--- config.mk ---
export PLATFORM = sky130hd
export DESIGN_NAME = msrv32_lsu_flat
export DESIGN_NICKNAME = d
export VERILOG_FILES = /design/src/rtl/msrv32_lsu_if.sv /design/src/rtl/msrv32_lsu.sv /design/src/flat_wrapper.sv
export SDC_FILE = /design/constraint.sdc
export NUM_CORES = 1
export LEC_CHECK = 0
export CAP_MARGIN = 20
export CORE_UTILIZATION = 49
export DETAILED_ROUTE_END_ITERATION = 8
export PLACE_DENSITY = 0.87
export SETUP_SLACK_MARGIN = 0.02
export SYNTH_ARGS = -nofsm -noshare
export SYNTH_HDL_FRONTEND = slang
export SYNTH_SLANG_ARGS = --single-unit
--- constraint.sdc ---
create_clock -name ms_riscv32_mp_clk_in -period 10.8 [get_ports ms_riscv32_mp_clk_in]
set_clock_uncertainty 0.15 [all_clocks]
set_input_delay 2.16 -clock ms_riscv32_mp_clk_in [delete_from_list [all_inputs] [get_ports ms_riscv32_mp_clk_in]]
set_output_delay 2.16 -clock ms_riscv32_mp_clk_in [all_outputs]
set_load 0.02 [all_outputs]
--- src/rtl/msrv32_lsu_if.sv ---
// -----------------------------------------------------------------------------
// msrv32_lsu_if
// Groups the core-side request signals and the data-memory bus of the
// load/store unit.
//   master : LSU view. It drives the memory request, the load result and the
//            status pulses.
//   slave  : core/memory view. It drives the start request, the operands and
//            the memory response.
// Signals:
//   start_in, is_store_in, funct3_in, addr_in, rs2_in : operation request
//   ms_riscv32_mp_dm*_in                              : memory response
//   ms_riscv32_mp_dm*_out                             : memory request
//   load_data_out, busy_out, done_out,
//   misaligned_out, timeout_out                       : result and status
// -----------------------------------------------------------------------------
interface msrv32_lsu_if;
    logic        start_in;
    logic        is_store_in;
    logic [2:0]  funct3_in;
    logic [31:0] addr_in;
    logic [31:0] rs2_in;
    logic [31:0] ms_riscv32_mp_dmdata_in;
    logic        ms_riscv32_mp_dmready_in;
    logic [31:0] ms_riscv32_mp_dmaddr_out;
    logic [31:0] ms_riscv32_mp_dmdata_out;
    logic        ms_riscv32_mp_dmwr_req_out;
    logic        ms_riscv32_mp_dmrd_req_out;
    logic [3:0]  ms_riscv32_mp_dmwr_mask_out;
    logic [31:0] load_data_out;
    logic        busy_out;
    logic        done_out;
    logic        misaligned_out;
    logic        timeout_out;

    modport master (
        input  start_in, is_store_in, funct3_in, addr_in, rs2_in,
        input  ms_riscv32_mp_dmdata_in, ms_riscv32_mp_dmready_in,
        output ms_riscv32_mp_dmaddr_out, ms_riscv32_mp_dmdata_out,
        output ms_riscv32_mp_dmwr_req_out, ms_riscv32_mp_dmrd_req_out,
        output ms_riscv32_mp_dmwr_mask_out,
        output load_data_out, busy_out, done_out, misaligned_out, timeout_out
    );

    modport slave (
        output start_in, is_store_in, funct3_in, addr_in, rs2_in,
        output ms_riscv32_mp_dmdata_in, ms_riscv32_mp_dmready_in,
        input  ms_riscv32_mp_dmaddr_out, ms_riscv32_mp_dmdata_out,
        input  ms_riscv32_mp_dmwr_req_out, ms_riscv32_mp_dmrd_req_out,
        input  ms_riscv32_mp_dmwr_mask_out,
        input  load_data_out, busy_out, done_out, misaligned_out, timeout_out
    );
endinterface

--- src/rtl/msrv32_lsu.sv ---
// -----------------------------------------------------------------------------
// msrv32_lsu
// RV32I load/store unit. It takes the ALU result as the effective address and
// runs one request/ready access on the data-memory bus. It handles byte-lane
// steering, write masks, sign/zero extension, alignment rejection and a
// bounded wait.
// Ports:
//   ms_riscv32_mp_clk_in : clock, rising edge
//   ms_riscv32_mp_rst_in : asynchronous active-high reset
//   bus                  : msrv32_lsu_if.master (request, memory bus, status)
// Parameters:
//   MAX_WAIT : number of REQ cycles without ready before the access is
//              abandoned (1..255)
// -----------------------------------------------------------------------------
module msrv32_lsu #(
    parameter int unsigned MAX_WAIT = 15
) (
    input  logic          ms_riscv32_mp_clk_in,
    input  logic          ms_riscv32_mp_rst_in,
    msrv32_lsu_if.master  bus
);
    localparam int unsigned CNT_W = 8;
    localparam logic [CNT_W-1:0] LAST_WAIT = CNT_W'(MAX_WAIT - 1);

    typedef enum logic {S_IDLE, S_REQ} state_t;

    state_t      r_state, w_state_nxt;
    logic [CNT_W-1:0] r_cnt, w_cnt_nxt;
    logic [31:0] r_addr, w_addr_nxt;
    logic [1:0]  r_size, w_size_nxt;          // 00 byte, 01 half, 10 word
    logic        r_unsigned, w_unsigned_nxt;
    logic        r_store, w_store_nxt;
    logic [31:0] r_wdata, w_wdata_nxt;
    logic [3:0]  r_mask, w_mask_nxt;
    logic        r_rd_req, w_rd_req_nxt;
    logic        r_wr_req, w_wr_req_nxt;
    logic [31:0] r_ldata, w_ldata_nxt;
    logic        r_done, w_done_nxt;
    logic        r_misal, w_misal_nxt;
    logic        r_tmo, w_tmo_nxt;

    logic [1:0]  w_req_size;
    logic        w_aligned;
    logic [3:0]  w_req_mask;
    logic [31:0] w_req_wdata;
    logic [7:0]  w_lane_byte;
    logic [15:0] w_lane_half;
    logic [31:0] w_ext_data;

    // Decode the incoming request; funct3[1:0]=11 folds into word size
    always_comb begin
        w_req_size  = (bus.funct3_in[1:0] == 2'b11) ? 2'b10 : bus.funct3_in[1:0];
        w_aligned   = 1'b1;
        w_req_mask  = 4'b1111;
        w_req_wdata = bus.rs2_in;
        case (w_req_size)
            2'b00: begin
                w_req_mask  = 4'b0001 << bus.addr_in[1:0];
                w_req_wdata = {4{bus.rs2_in[7:0]}};
            end
            2'b01: begin
                w_aligned   = ~bus.addr_in[0];
                w_req_mask  = bus.addr_in[1] ? 4'b1100 : 4'b0011;
                w_req_wdata = {2{bus.rs2_in[15:0]}};
            end
            default: begin
                w_aligned   = (bus.addr_in[1:0] == 2'b00);
            end
        endcase
    end

    // Select the addressed lane of the read word and extend it
    always_comb begin
        case (r_addr[1:0])
            2'b00:   w_lane_byte = bus.ms_riscv32_mp_dmdata_in[7:0];
            2'b01:   w_lane_byte = bus.ms_riscv32_mp_dmdata_in[15:8];
            2'b10:   w_lane_byte = bus.ms_riscv32_mp_dmdata_in[23:16];
            default: w_lane_byte = bus.ms_riscv32_mp_dmdata_in[31:24];
        endcase
        w_lane_half = r_addr[1] ? bus.ms_riscv32_mp_dmdata_in[31:16]
                                : bus.ms_riscv32_mp_dmdata_in[15:0];
        case (r_size)
            2'b00:   w_ext_data = {{24{~r_unsigned & w_lane_byte[7]}}, w_lane_byte};
            2'b01:   w_ext_data = {{16{~r_unsigned & w_lane_half[15]}}, w_lane_half};
            default: w_ext_data = bus.ms_riscv32_mp_dmdata_in;
        endcase
    end

    // Next-state and next-output logic
    always_comb begin
        w_state_nxt    = r_state;
        w_cnt_nxt      = r_cnt;
        w_addr_nxt     = r_addr;
        w_size_nxt     = r_size;
        w_unsigned_nxt = r_unsigned;
        w_store_nxt    = r_store;
        w_wdata_nxt    = r_wdata;
        w_mask_nxt     = r_mask;
        w_rd_req_nxt   = r_rd_req;
        w_wr_req_nxt   = r_wr_req;
        w_ldata_nxt    = r_ldata;
        w_done_nxt     = 1'b0;
        w_misal_nxt    = 1'b0;
        w_tmo_nxt      = 1'b0;

        case (r_state)
            S_IDLE: begin
                if (bus.start_in) begin
                    if (!w_aligned) begin
                        w_misal_nxt = 1'b1;
                    end else begin
                        w_state_nxt    = S_REQ;
                        w_cnt_nxt      = '0;
                        w_addr_nxt     = bus.addr_in;
                        w_size_nxt     = w_req_size;
                        w_unsigned_nxt = bus.funct3_in[2] & ~bus.is_store_in;
                        w_store_nxt    = bus.is_store_in;
                        w_wdata_nxt    = w_req_wdata;
                        w_mask_nxt     = w_req_mask;
                        w_rd_req_nxt   = ~bus.is_store_in;
                        w_wr_req_nxt   = bus.is_store_in;
                    end
                end
            end
            S_REQ: begin
                // Completion takes priority over an expiring wait counter
                if (bus.ms_riscv32_mp_dmready_in) begin
                    w_state_nxt  = S_IDLE;
                    w_cnt_nxt    = '0;
                    w_rd_req_nxt = 1'b0;
                    w_wr_req_nxt = 1'b0;
                    w_mask_nxt   = 4'b0000;
                    w_done_nxt   = 1'b1;
                    if (!r_store) begin
                        w_ldata_nxt = w_ext_data;
                    end
                end else if (r_cnt == LAST_WAIT) begin
                    w_state_nxt  = S_IDLE;
                    w_cnt_nxt    = '0;
                    w_rd_req_nxt = 1'b0;
                    w_wr_req_nxt = 1'b0;
                    w_mask_nxt   = 4'b0000;
                    w_tmo_nxt    = 1'b1;
                end else begin
                    w_cnt_nxt = r_cnt + CNT_W'(1);
                end
            end
            default: w_state_nxt = S_IDLE;
        endcase
    end

    // State and output registers
    always_ff @(posedge ms_riscv32_mp_clk_in or posedge ms_riscv32_mp_rst_in) begin
        if (ms_riscv32_mp_rst_in) begin
            r_state    <= S_IDLE;
            r_cnt      <= '0;
            r_addr     <= '0;
            r_size     <= '0;
            r_unsigned <= 1'b0;
            r_store    <= 1'b0;
            r_wdata    <= '0;
            r_mask     <= '0;
            r_rd_req   <= 1'b0;
            r_wr_req   <= 1'b0;
            r_ldata    <= '0;
            r_done     <= 1'b0;
            r_misal    <= 1'b0;
            r_tmo      <= 1'b0;
        end else begin
            r_state    <= w_state_nxt;
            r_cnt      <= w_cnt_nxt;
            r_addr     <= w_addr_nxt;
            r_size     <= w_size_nxt;
            r_unsigned <= w_unsigned_nxt;
            r_store    <= w_store_nxt;
            r_wdata    <= w_wdata_nxt;
            r_mask     <= w_mask_nxt;
            r_rd_req   <= w_rd_req_nxt;
            r_wr_req   <= w_wr_req_nxt;
            r_ldata    <= w_ldata_nxt;
            r_done     <= w_done_nxt;
            r_misal    <= w_misal_nxt;
            r_tmo      <= w_tmo_nxt;
        end
    end

    assign bus.ms_riscv32_mp_dmaddr_out    = {r_addr[31:2], 2'b00};
    assign bus.ms_riscv32_mp_dmdata_out    = r_wdata;
    assign bus.ms_riscv32_mp_dmwr_req_out  = r_wr_req;
    assign bus.ms_riscv32_mp_dmrd_req_out  = r_rd_req;
    assign bus.ms_riscv32_mp_dmwr_mask_out = r_mask;
    assign bus.load_data_out               = r_ldata;
    assign bus.busy_out                    = (r_state == S_REQ);
    assign bus.done_out                    = r_done;
    assign bus.misaligned_out              = r_misal;
    assign bus.timeout_out                 = r_tmo;
endmodule

--- src/flat_wrapper.sv ---
// flat-port wrapper written by rule: the top's interface ports become plain ports
module msrv32_lsu_flat 
#(
    parameter int unsigned MAX_WAIT = 15
)
  (ms_riscv32_mp_clk_in, ms_riscv32_mp_rst_in, bus_start_in, bus_is_store_in, bus_funct3_in, bus_addr_in, bus_rs2_in, bus_ms_riscv32_mp_dmdata_in, bus_ms_riscv32_mp_dmready_in, bus_ms_riscv32_mp_dmaddr_out, bus_ms_riscv32_mp_dmdata_out, bus_ms_riscv32_mp_dmwr_req_out, bus_ms_riscv32_mp_dmrd_req_out, bus_ms_riscv32_mp_dmwr_mask_out, bus_load_data_out, bus_busy_out, bus_done_out, bus_misaligned_out, bus_timeout_out);
  msrv32_lsu_if bus_i ();
  input  logic ms_riscv32_mp_clk_in;
  input  logic ms_riscv32_mp_rst_in;
  input wire logic [$bits(bus_i.start_in)-1:0] bus_start_in;
  input wire logic [$bits(bus_i.is_store_in)-1:0] bus_is_store_in;
  input wire logic [$bits(bus_i.funct3_in)-1:0] bus_funct3_in;
  input wire logic [$bits(bus_i.addr_in)-1:0] bus_addr_in;
  input wire logic [$bits(bus_i.rs2_in)-1:0] bus_rs2_in;
  input wire logic [$bits(bus_i.ms_riscv32_mp_dmdata_in)-1:0] bus_ms_riscv32_mp_dmdata_in;
  input wire logic [$bits(bus_i.ms_riscv32_mp_dmready_in)-1:0] bus_ms_riscv32_mp_dmready_in;
  output wire logic [$bits(bus_i.ms_riscv32_mp_dmaddr_out)-1:0] bus_ms_riscv32_mp_dmaddr_out;
  output wire logic [$bits(bus_i.ms_riscv32_mp_dmdata_out)-1:0] bus_ms_riscv32_mp_dmdata_out;
  output wire logic [$bits(bus_i.ms_riscv32_mp_dmwr_req_out)-1:0] bus_ms_riscv32_mp_dmwr_req_out;
  output wire logic [$bits(bus_i.ms_riscv32_mp_dmrd_req_out)-1:0] bus_ms_riscv32_mp_dmrd_req_out;
  output wire logic [$bits(bus_i.ms_riscv32_mp_dmwr_mask_out)-1:0] bus_ms_riscv32_mp_dmwr_mask_out;
  output wire logic [$bits(bus_i.load_data_out)-1:0] bus_load_data_out;
  output wire logic [$bits(bus_i.busy_out)-1:0] bus_busy_out;
  output wire logic [$bits(bus_i.done_out)-1:0] bus_done_out;
  output wire logic [$bits(bus_i.misaligned_out)-1:0] bus_misaligned_out;
  output wire logic [$bits(bus_i.timeout_out)-1:0] bus_timeout_out;
  assign bus_i.start_in = bus_start_in;
  assign bus_i.is_store_in = bus_is_store_in;
  assign bus_i.funct3_in = bus_funct3_in;
  assign bus_i.addr_in = bus_addr_in;
  assign bus_i.rs2_in = bus_rs2_in;
  assign bus_i.ms_riscv32_mp_dmdata_in = bus_ms_riscv32_mp_dmdata_in;
  assign bus_i.ms_riscv32_mp_dmready_in = bus_ms_riscv32_mp_dmready_in;
  assign bus_ms_riscv32_mp_dmaddr_out = bus_i.ms_riscv32_mp_dmaddr_out;
  assign bus_ms_riscv32_mp_dmdata_out = bus_i.ms_riscv32_mp_dmdata_out;
  assign bus_ms_riscv32_mp_dmwr_req_out = bus_i.ms_riscv32_mp_dmwr_req_out;
  assign bus_ms_riscv32_mp_dmrd_req_out = bus_i.ms_riscv32_mp_dmrd_req_out;
  assign bus_ms_riscv32_mp_dmwr_mask_out = bus_i.ms_riscv32_mp_dmwr_mask_out;
  assign bus_load_data_out = bus_i.load_data_out;
  assign bus_busy_out = bus_i.busy_out;
  assign bus_done_out = bus_i.done_out;
  assign bus_misaligned_out = bus_i.misaligned_out;
  assign bus_timeout_out = bus_i.timeout_out;
  msrv32_lsu #(.MAX_WAIT(MAX_WAIT)) u_core (.ms_riscv32_mp_clk_in(ms_riscv32_mp_clk_in), .ms_riscv32_mp_rst_in(ms_riscv32_mp_rst_in), .bus(bus_i));
endmodule
# == Word level (Yosys, flattened, before mapping) ==
# Cells that the tools add are included.
# classes
add_sub_neg,1
multipliers,0
n_div,0
n_lt_le_gt_ge,0
n_eq_ne,9
n_shift,1
muxes,39
bitwise_logic,8
reduce_logical,8
# op_table
op,n
$pmux 32 s2,2
$mux 8,4
$pmux 8 s3,1
$mux 4,5
$mux 1,18
$mux 16,1
$pmux 4 s2,2
$pmux 8 s2,1
$reduce_and 3->1,3
$add 8x1->8 const B,1
$eq 8x4->1 const B,1
$logic_not 2->1,4
$pmux 1 s2,4
$eq 2x1->1 const B,3
$not 1->1,5
$eq 2x2->1 const B,2
$shl 1x2->4 const A,1
$and 1x1->1,3
$ne 3x3->1 const B,1
$mux 2,1
$ne 2x1->1 const B,1
$ne 2x2->1 const B,1
$reduce_and 2->1,1
# totals
reg_bits,118
latch_bits,0
ram_bits,0
mem_bits_ro,0
in_bits,104
out_inout_bits,106
elab_cells,80
n_memories,0

# == Longest topological paths before layout ==
# logic_depth
ltp_word,7
depth_mapped,7

# == Least setup slack after synthesis ==
# No wires, ideal clock.
# synth_timing
kind,input to register
from,input bus_funct3_in[1]
to,register u_core.r_mask[0] (netlist: u_core.bus.ms_riscv32_mp_dmwr_mask_out[0])
setup_ns,0.118
arrival_time_ns,3.239
path_slack_ns,7.292
stages,5
path_cell_list,clkbuf_1 nand2_1 a31oi_1 nor3_1 a21o_1
# synth_between
elab_chain_cells,7
word_cells_on_any_way,11
classes_between,eq/ne (3); mux (6); reduce/logical (2)
# synth_lines
element,line_no,source
start: declaration,flat_wrapper.sv:12,input wire logic [$bits(bus_i.funct3_in)-1:0] bus_funct3_in;
$eq 2x2->1,msrv32_lsu.sv:52,w_req_size = (bus.funct3_in[1:0] == 2'b11) ? 2'b10 : bus.funct3_in[1:0];
$mux 2 (*),msrv32_lsu.sv:52,
$eq 2x1->1 or $logic_not 2->1 (tied branches),msrv32_lsu.sv:56,case (w_req_size)
$pmux 4 s2,msrv32_lsu.sv:56,
$mux 4,msrv32_lsu.sv:109,if (!w_aligned) begin
$mux 4,msrv32_lsu.sv:108,if (bus.start_in) begin
$pmux 4 s2,msrv32_lsu.sv:106,case (r_state)
end signal: assignment,msrv32_lsu.sv:177,r_mask <= w_mask_nxt;
end: declaration,msrv32_lsu.sv:34,"logic [3:0] r_mask, w_mask_nxt;"
# Mark *: on every way between the ends. The rest lies on a longest branch, timed or not. The select of a mux whose other input is x is not followed.
# A chain may end at the register's enable or synchronous reset.

# == Worst setup path after layout ==
# layout_timing
from,input bus_funct3_in[0]
to,register u_core.r_wdata[18] (netlist: u_core.bus.ms_riscv32_mp_dmdata_out[18])
# layout_between
elab_chain_cells,5
word_cells_on_any_way,7
classes_between,eq/ne (2); mux (3); reduce/logical (2)
# layout_lines
element,line_no,source
$eq 2x2->1,msrv32_lsu.sv:52,
$mux 2 (*),msrv32_lsu.sv:52,
$eq 2x1->1 or $logic_not 2->1 (tied branches),msrv32_lsu.sv:56,
$pmux 1 s2,msrv32_lsu.sv:56,
$reduce_and 3->1 (no source line),n/a,
end signal: assignment,msrv32_lsu.sv:176,r_wdata <= w_wdata_nxt;
end: declaration,msrv32_lsu.sv:33,"logic [31:0] r_wdata, w_wdata_nxt;"
# Mark *: on every way between the ends. The rest lies on a longest branch, timed or not.

==> results.cfg <==
[outcome]
status = finished, final reports clean

[timing]
worstMarginPinSlew_ns = 0.915
setup_violations = 0
post-route-min-period_ns = 4.45
clock.fmax_mhz = 224
relSlewSlack_pct = 39.0
setup_tns_ns = 0
finalMaxSlewViolations = 0
fin_hold_ws_ns = 0.322
rsz0062_at_grt = no
hold_viol_final = 0
period_share_pct = 41.2

[detailed_routing]
routed_wl_um = 16100
dr.pass1.iters = 5
drt_iter0_drc = 423
wire_per_inst_um = 16.7
vias = 5192
antenna_left = 0
via_per_inst = 5.39
drc_errors = 0

[clock_network]
cts_tree = built
clock_sinks = 118
cts_resized = 0
h-tree-depth = 4
clockBufferDepth = 2
root_buffer = clkbuf_16
clkLatencyLatePin_ns = 0.40
cts_setup_buffers = 0
ctsHoldBuffers = 0
numCtsBuffers = 17
clk_pin_slew_ns = 0.05

[grt]
grt_pass1_wl_um = 26200
antenna_found_initial = 0
grt_use_total_pct = 27.0
grt_max_degree = 95
grt-ovfl-total = 0
grt_pass1_vias = 5332

[synth]
yosys_warnings = 0
syn_avg_cell_area_um2 = 8.95
synth-seq-cells = 118
async_flop_share_pct = 100
synth_edf_count = 0
syn_area_mm2 = 0.00579
ys_seq_area_share_pct = 51.0
synth_ff_type = dfrtp_1
synthCells = 647
ys_types = 51

[floorplanning]
die_x_um = 111
initial_core_util_pct = 50.5
die_area_mm2 = 0.0123
fp-row-count = 39
die_h_um = 111
pin_count = 210
coreArea_mm2 = 0.0115

[setup_path]
crit_fanout = 94
worstReg2RegEnd = u_core.bus.load_data_out[10]
timing.reg2reg.setup_slack_ns = 8.34
worstSetupEndpointType = register
start_kind = input pin
reg2reg_depth = 4
crit_type = input pin to register
r2r_start = u_core.r_addr[1]
crit_arrival_ns = 4.54
required_ns = 10.88

[hold_path]
hold_end = u_core.r_addr[6]
hold_depth = 2
min_path_type = register to register
worstHoldStart = u_core.r_addr[6]

[layout]
layout-area-overhead-vs-synth_pct = 44.0
fin_area_mm2 = 0.00833
antenna_cells = 0
mostFrequentLayoutCells = clkdlybuf4s50_1, nand2_1, dfrtp_1
nets = 915
final_common_cell = clkdlybuf4s50_1
layout-drive-gt1-share_pct = 6.94

[pwr]
p_clk_share_pct = 30.9
p_leak_nw = 3.80
comb_power_share_pct = 35.2
power.share.sequential_pct = 33.8
p_per_area_mw_per_mm2 = 233
switching_share_pct = 32.8
ir_drop_mv = 0.169
netSwitchingPower_w = 0.000637
p_int_w = 0.00131

[place]
finalWeightedCongestion = 0.949
placed_cell_area_mm2 = 0.00767
portBuffers = 207
hpwl_um = 11300

[job]
drv_cap = 0
area by class of cell:
type / count / area, µm²
Sequential cell: 118 / 2950
Multi-Input combinational cell: 444 / 2370
Timing Repair Buffer: 215 / 2150
Tap cell: 143 / 179
Clock buffer: 22 / 484
Fill cell: 816 / 3130
Clock inverter: 9 / 148
Inverter: 13 / 51.3
cell usage after synthesis (all sizes together) (7+ instances only):
cell type	instances	share of area, %
o21ai	43	3.9
nand2	193	13
buf	51	5.9
nor2	14	0.95
a21oi	39	3.4
mux2	9	1.8
inv	13	0.84
nor2b	11	1.2
clkbuf	22	1.4
nand3	36	3.1
mux2i	26	4.5
dfrtp	118	51
o31ai	7	0.91
power groups by stage:
stage | Clock, W | Combinational, W | Sequential, W
2_1_floorplan | 0 | 0.000281 | 0.000752
3_3_place_gp | 0 | 0.000657 | 0.000662
3_5_place_dp | 0 | 0.000671 | 0.000668
4_1_cts | 0.000607 | 0.000674 | 0.000663
5_1_grt | 0.000631 | 0.000732 | 0.000673
6_report | 0.000601 | 0.000684 | 0.000657
critical path, stage by stage:
cell and delay, ns:
clkdlybuf4s50_1 0.95, o21ai_1 0.28, nand3b_1 0.19, buf_4 0.67
o21ai_0 0.24
flip-flops by register name, summed over array words and instances, names as in the netlist:
register and flops:
u_core.bus.done_out 1, u_core.bus.ms_riscv32_mp_dmwr_req_out 1, u_core.bus.timeout_out 1, u_core.r_store 1, u_core.bus.ms_riscv32_mp_dmwr_mask_out 4, u_core.bus.misaligned_out 1
u_core.bus.load_data_out 32, u_core.bus.ms_riscv32_mp_dmdata_out 32, u_core.r_unsigned 1, u_core.bus.busy_out 1, u_core.r_addr 32, u_core.r_size 2
u_core.r_cnt 8, u_core.bus.ms_riscv32_mp_dmrd_req_out 1
through the flow:
step	setup slack, ns	total power, W	utilization (%)	instances
2_1_floorplan	5.36	0.00103	-	648
3_3_place_gp	6.05	0.00132	66.8	930
3_5_place_dp	5.93	0.00134	66.9	931
4_1_cts	6.35	0.00194	72.4	962
5_1_grt	6.13	0.00204	72.7	964
6_report	6.35	0.00194	72.7	964
metal layers:
metal  share of wire, %  GRT usage (%)  up-vias
met3                8.6           9.79       29
met5                  0              0        -
met4                2.5           10.8        0
met1                 39           32.8     2472
li1                   -              -     2454
met2                 50           43.7      237
cell families after synthesis:
logic type      after synthesis  share of synthesized area [%]
other cells                   1                         0.0648
flops                       118                           51.0
xor+xnor                      1                          0.151
mux                          35                           6.31
compound gates              121                           12.7
simple gates                283                           21.2
fa+ha+maj                     2                          0.432
buf+inv                      86                           8.17
how the worst max path moves through the flow:
stage                          from                                       to  depth (start not counted)
6_report           bus_funct3_in[0]  u_core.bus.ms_riscv32_mp_dmdata_out[18]                          5
5_1_grt            bus_funct3_in[0]   u_core.bus.ms_riscv32_mp_dmdata_out[9]                          5
4_1_cts            bus_funct3_in[0]  u_core.bus.ms_riscv32_mp_dmdata_out[18]                          5
3_5_place_dp       bus_funct3_in[0]  u_core.bus.ms_riscv32_mp_dmdata_out[18]                          5
3_3_place_gp       bus_funct3_in[0]                        u_core.r_unsigned                          5
2_1_floorplan  ms_riscv32_mp_rst_in                      u_core.bus.busy_out                          1
Note: power is estimated with default switching activity, not from simulation.
